**config.mk**
```make
export PLATFORM = sky130hd
export DESIGN_NAME = spi_engine
export DESIGN_NICKNAME = d
export VERILOG_FILES = /design/src/rtl/spi_engine_pkg.sv /design/src/rtl/spi_engine_sckgen.sv /design/src/rtl/spi_engine.sv
export SDC_FILE = /design/constraint.sdc
export NUM_CORES = 1
export LEC_CHECK = 0
export BUFFER_PORTS_ARGS = -buffer_cell sky130_fd_sc_hd__buf_2
export CAP_MARGIN = 30
export CORE_MARGIN = 2
export CORE_UTILIZATION = 40
export CTS_CLUSTER_SIZE = 30
export DETAILED_ROUTE_END_ITERATION = 8
export PLACE_DENSITY_LB_ADDON = 0.25
export SLEW_MARGIN = 20
export SYNTH_ARGS = -nofsm -noshare
export SYNTH_HDL_FRONTEND = slang
export SYNTH_SLANG_ARGS = --single-unit
```
**constraint.sdc**
```tcl
create_clock -name clk -period 2.4 [get_ports clk]
set_input_delay 0.12 -clock clk [delete_from_list [all_inputs] [get_ports clk]]
set_output_delay 0.12 -clock clk [all_outputs]
set_load 0.02 [all_outputs]
```
**src/rtl/spi_engine_pkg.sv**
```systemverilog
// spi_engine_pkg: shared FSM encodings and idle constants for the SPI master engine
package spi_engine_pkg;
  typedef enum logic [1:0] {SPI_IDLE = 2'd0, SPI_LO = 2'd1, SPI_HI = 2'd2} spi_state_e;
  localparam logic [7:0] SPI_IDLE_BYTE = 8'hFF;
  localparam logic SPI_MOSI_IDLE = 1'b1;
endpackage

```
**src/rtl/spi_engine_sckgen.sv**
```systemverilog
// spi_sckgen: ce-gated SCK half-period counter; tick strobes on the last ce tick of each half-period
module spi_sckgen #(
  parameter int CLKDIV = 4
) (
  input  logic clk,
  input  logic reset,
  input  logic ce,
  input  logic start,
  input  logic run,
  output logic tick
);
  logic [7:0] div;
  assign tick = ce & run & (div == 8'(CLKDIV - 1));
  always_ff @(posedge clk or posedge reset)
    if (reset) div <= '0;
    else if (ce) div <= (start || tick) ? '0 : run ? div + 8'd1 : div;
endmodule

```
**src/rtl/spi_engine.sv**
```systemverilog
// spi_engine: mode-0 MSB-first SPI master byte engine; define SPI_LOOPBACK_EN to sample MOSI instead of MISO
module spi_engine
  import spi_engine_pkg::*;
#(
  parameter int CLKDIV = 4
) (
  input  logic       clk,
  input  logic       reset,
  input  logic       ce,
  input  logic       wren_i,
  input  logic [7:0] data_i,
  input  logic       cs_n_i,
  output logic       dsr_o,
  output logic [7:0] data_o,
  output logic       sck_o,
  output logic       mosi_o,
  input  logic       miso_i,
  output logic       cs_n_o
);
  generate
    if (CLKDIV < 1 || CLKDIV > 255) begin : g_bad_clkdiv
      $error("spi_engine: CLKDIV must be within 1..255");
    end
  endgenerate
  spi_state_e state_q, state_d;
  logic [7:0] shreg_q, shreg_d, data_d;
  logic [2:0] bitcnt_q, bitcnt_d;
  logic dsr_d, sck_d, mosi_d, start, tick, sample;
  assign start = ce & wren_i & (state_q == SPI_IDLE);
`ifdef SPI_LOOPBACK_EN
  assign sample = mosi_o;
`else
  assign sample = miso_i;
`endif
  spi_sckgen #(.CLKDIV(CLKDIV)) u_sckgen (
    .clk  (clk),
    .reset(reset),
    .ce   (ce),
    .start(start),
    .run  (state_q != SPI_IDLE),
    .tick (tick)
  );
  always_comb begin
    state_d  = state_q;
    shreg_d  = shreg_q;
    bitcnt_d = bitcnt_q;
    dsr_d    = dsr_o;
    data_d   = data_o;
    sck_d    = sck_o;
    mosi_d   = mosi_o;
    if (start) begin
      shreg_d  = data_i;
      mosi_d   = data_i[7];
      bitcnt_d = 3'd7;
      dsr_d    = 1'b0;
      state_d  = SPI_LO;
    end else if (tick && state_q == SPI_LO) begin
      sck_d   = 1'b1;
      shreg_d = {shreg_q[6:0], sample};
      state_d = SPI_HI;
    end else if (tick && state_q == SPI_HI) begin
      sck_d    = 1'b0;
      bitcnt_d = bitcnt_q - 3'd1;
      mosi_d   = (bitcnt_q == 3'd0) ? SPI_MOSI_IDLE : shreg_q[7];
      data_d   = (bitcnt_q == 3'd0) ? shreg_q : data_o;
      dsr_d    = bitcnt_q == 3'd0;
      state_d  = (bitcnt_q == 3'd0) ? SPI_IDLE : SPI_LO;
    end
  end
  always_ff @(posedge clk or posedge reset)
    if (reset) begin
      state_q  <= SPI_IDLE;
      shreg_q  <= SPI_IDLE_BYTE;
      bitcnt_q <= '0;
      dsr_o    <= 1'b1;
      data_o   <= SPI_IDLE_BYTE;
      sck_o    <= 1'b0;
      mosi_o   <= SPI_MOSI_IDLE;
      cs_n_o   <= 1'b1;
    end else begin
      state_q  <= state_d;
      shreg_q  <= shreg_d;
      bitcnt_q <= bitcnt_d;
      dsr_o    <= dsr_d;
      data_o   <= data_d;
      sck_o    <= sck_d;
      mosi_o   <= mosi_d;
      cs_n_o   <= ce ? cs_n_i : cs_n_o;
    end
endmodule

```
==> metrics <==
Reg clk slew, reported paths=70 ps; initial antenna violation count=0; first-pass GRT wire length=5660 µm; RSZ-0062 raised after global routing=no; total number of vias=1,257; mux cell area share after synthesis=0.128; largest delay contributor family on the critical path=simple AND/OR/NAND/NOR gates; pin count of the biggest net entering global routing=25; Setup crit start kind=flop; Ports=26; wire length per cell=14.4 µm; DRC=0; Worst-Margin Slew=429 ps; Peak Freq=475 MHz; Finish-stage setup viols=0; WP buf/inv=0; maximum VDD drop=406 µV; Nets=201; pins over their slew limit=0; fraction of the mapped netlist area in simple logic gates=0.183; GR Overflow Total=0; drt via density=5.35; maxcap violations=0; TritonRoute pass-1 iters=4; clock period minus worst slack=2110 ps; Adder-Cell Fraction of Synth Area=0.0225; DRT iter0 DRCs=78; Setup Total Neg Slack=0 ps; Antenna diodes=0; Tot Pwr=0.00172 W; worst relative slew slack=0.712; CP Cell Sequence=or4_4, nor4b_4, mux2_2, o21a_1; post-route worst setup slack=295 ps; CTS Buf Count=5; fin crit share=0.877; status=complete, no violations; Compound-Gate Fraction of Synth Area=0.109; Port Buffers=25; worst-case clock skew=2.03 ps; CTS root buf=clkbuf_8; # clock sinks=33; worst-case clock buffer depth=2; main combinational cell family by area after synthesis=simple AND/OR/NAND/NOR gates; ANT nets after route=0; pwr dens=874 nW/µm²; Leak=0.986 nW; critical setup path kind=flop to flop; syn_nets=171; Site Rows=23; #FFs+latches synth=33; Routed WL=3380 µm; YS warnings=0; share of cells above drive strength 1=0.378; Final Wtd Congestion=0.883; R2R Setup Slk=290 ps; Setup crit end kind=flop; post-synthesis sequential area ratio=0.510; critical path fanouts, max=9; Top FF cell, synth=dfstp_2; Starting Density=0.417; WP data arrival=2290 ps; Syn Inst Count=154; vias in the first global route=1,261; Post-synth EDFFs=0; All-Layer GR Usage=0.169; synth unique cells=37; synthesis-to-layout area growth=18.0%; H-tree Lvls=2; Die W=68.6 µm; Fin. Hold Viols=0; die height=68.6 µm; Post-CTS Setup Inserts=0; Core Area=4000 µm²; CTS tree=built; Crit path largest cell delay=580 ps; die area=4700 µm²; clock insertion delay at the later pin of the skew report=290 ps; Synth Area in XOR/XNOR=0; Mapped Area=1670 µm²; Detail Placement HPWL=2390 µm; Syn Area/Cell=10.8 µm²; Critical Path RT=2580 ps; dpl ws=322 ps; worst hold path type=input port to flop; fraction of synthesis flops using an asynchronous set or reset pin=1.00; slowest CP cell=or4_4
[what timing repair did]
| item | CTS | global route |
|---|---|---|
| gates resized for setup | 0 | 0 |
| hold endpoints to repair | 8 | 0 |
| hold buffers | 1 | 0 |
[logic make-up after synthesis]
family / after synthesis
AND/OR/NAND/NOR: 51
flip-flops: 33
AO/OA/AOI/OAI: 30
multiplexers: 20
buffers and inverters: 17
adder cells (fa/ha/maj): 3
[routing by layer]
metal,part of all wire,track usage,up-vias
met3,0.054,0.0666,9
met2,0.49,0.268,29
met1,0.43,0.198,611
li1,-,-,608
met4,0.022,0.0825,0
met5,0,0,-
[path summary, 6_finish.rpt]
check                                              end  cells after the start                         from
max                            bitcnt_q[2]$_DFFE_PP0P_                      4  u_sckgen.div[2]$_DFFE_PP0P_
min                             shreg_q[1]$_DFFE_PP1P_                      3                    data_i[1]
max reg2reg                    bitcnt_q[2]$_DFFE_PP0P_                      4  u_sckgen.div[2]$_DFFE_PP0P_
min reg2reg                          dsr_o$_DFFE_PP1P_                      2            dsr_o$_DFFE_PP1P_
max in group asynchronous           mosi_o$_DFFE_PP1P_                      4                        reset
min in group asynchronous  u_sckgen.div[2]$_DFFE_PP0P_                      3                        reset
[area by class of cell]
class	instances	area, µm²
clock buffer	8	111
fill	371	2030
inverter	9	33.8
multi-input combinational	104	737
sequential	33	850
tap	50	62.6
timing repair buffer	31	173
[registers in the layout (all words and copies together) (netlist names)]
signal and cells:
bitcnt_q 3, cs_n_o 1, data_o 8, dsr_o 1, mosi_o 1, sck_o 1
shreg_q 8, state_q 2, u_sckgen.div 8
[cell usage in the layout, fill, tap and decap left out, drive strengths merged, types with 3 or more instances in the layout]
master  count
nor3        4
and3        3
clkbuf      8
o21ai       4
a31oi       6
nor2       10
a21oi      11
ha          3
buf        30
inv         9
dfstp      19
nand3      10
dfrtp      14
nand2       8
mux2       10
nor2b       3
mux2i      10
[synth_stat cells, types with 2 or more instances]
cell type  number  area (µm²)
a21oi_1        11        55.1
a31oi_1         6        37.5
and3_1          2        12.5
buf_6           2        22.5
clkbuf_1        5        18.8
dfrtp_1        14         350
dfstp_2        19         499
ha_1            3        37.5
inv_1           9        33.8
mux2_2         10         113
mux2i_1        10         100
nand2_1         7        26.3
nand3_1        10        50.1
nand3b_1        2        15.0
nand4_1         2        12.5
nor2_1         10        37.5
nor2b_1         3        18.8
nor3_1          4        20.0
o21a_1          2        15.0
o21ai_0         4        20.0
o22ai_1         2        12.5
o31ai_1         2        15.0
[stage by stage]
step	hold WS, ps	area [µm²]	std cells	util
4_1_cts	51.3	1970	235	0.492
6_report	61.6	1970	235	0.492
2_1_floorplan	222	1670	154	-
3_5_place_dp	116	1850	226	0.461
5_1_grt	60.1	1970	235	0.492
3_3_place_gp	113	1850	226	0.461
[power by group]
part	switching, W	total, W	internal, W
Clock	0.000206	0.000502	0.000296
Combinational	0.000159	0.000314	0.000155
Sequential	0.000154	0.000904	0.000749
Total	0.000520	0.00172	0.00120
[tightest hold or removal path, cell delays in order]
cell	delay [ps]
buf_2	90
nor2_1	90
a21oi_1	40
(Power assumes the default switching activity.)
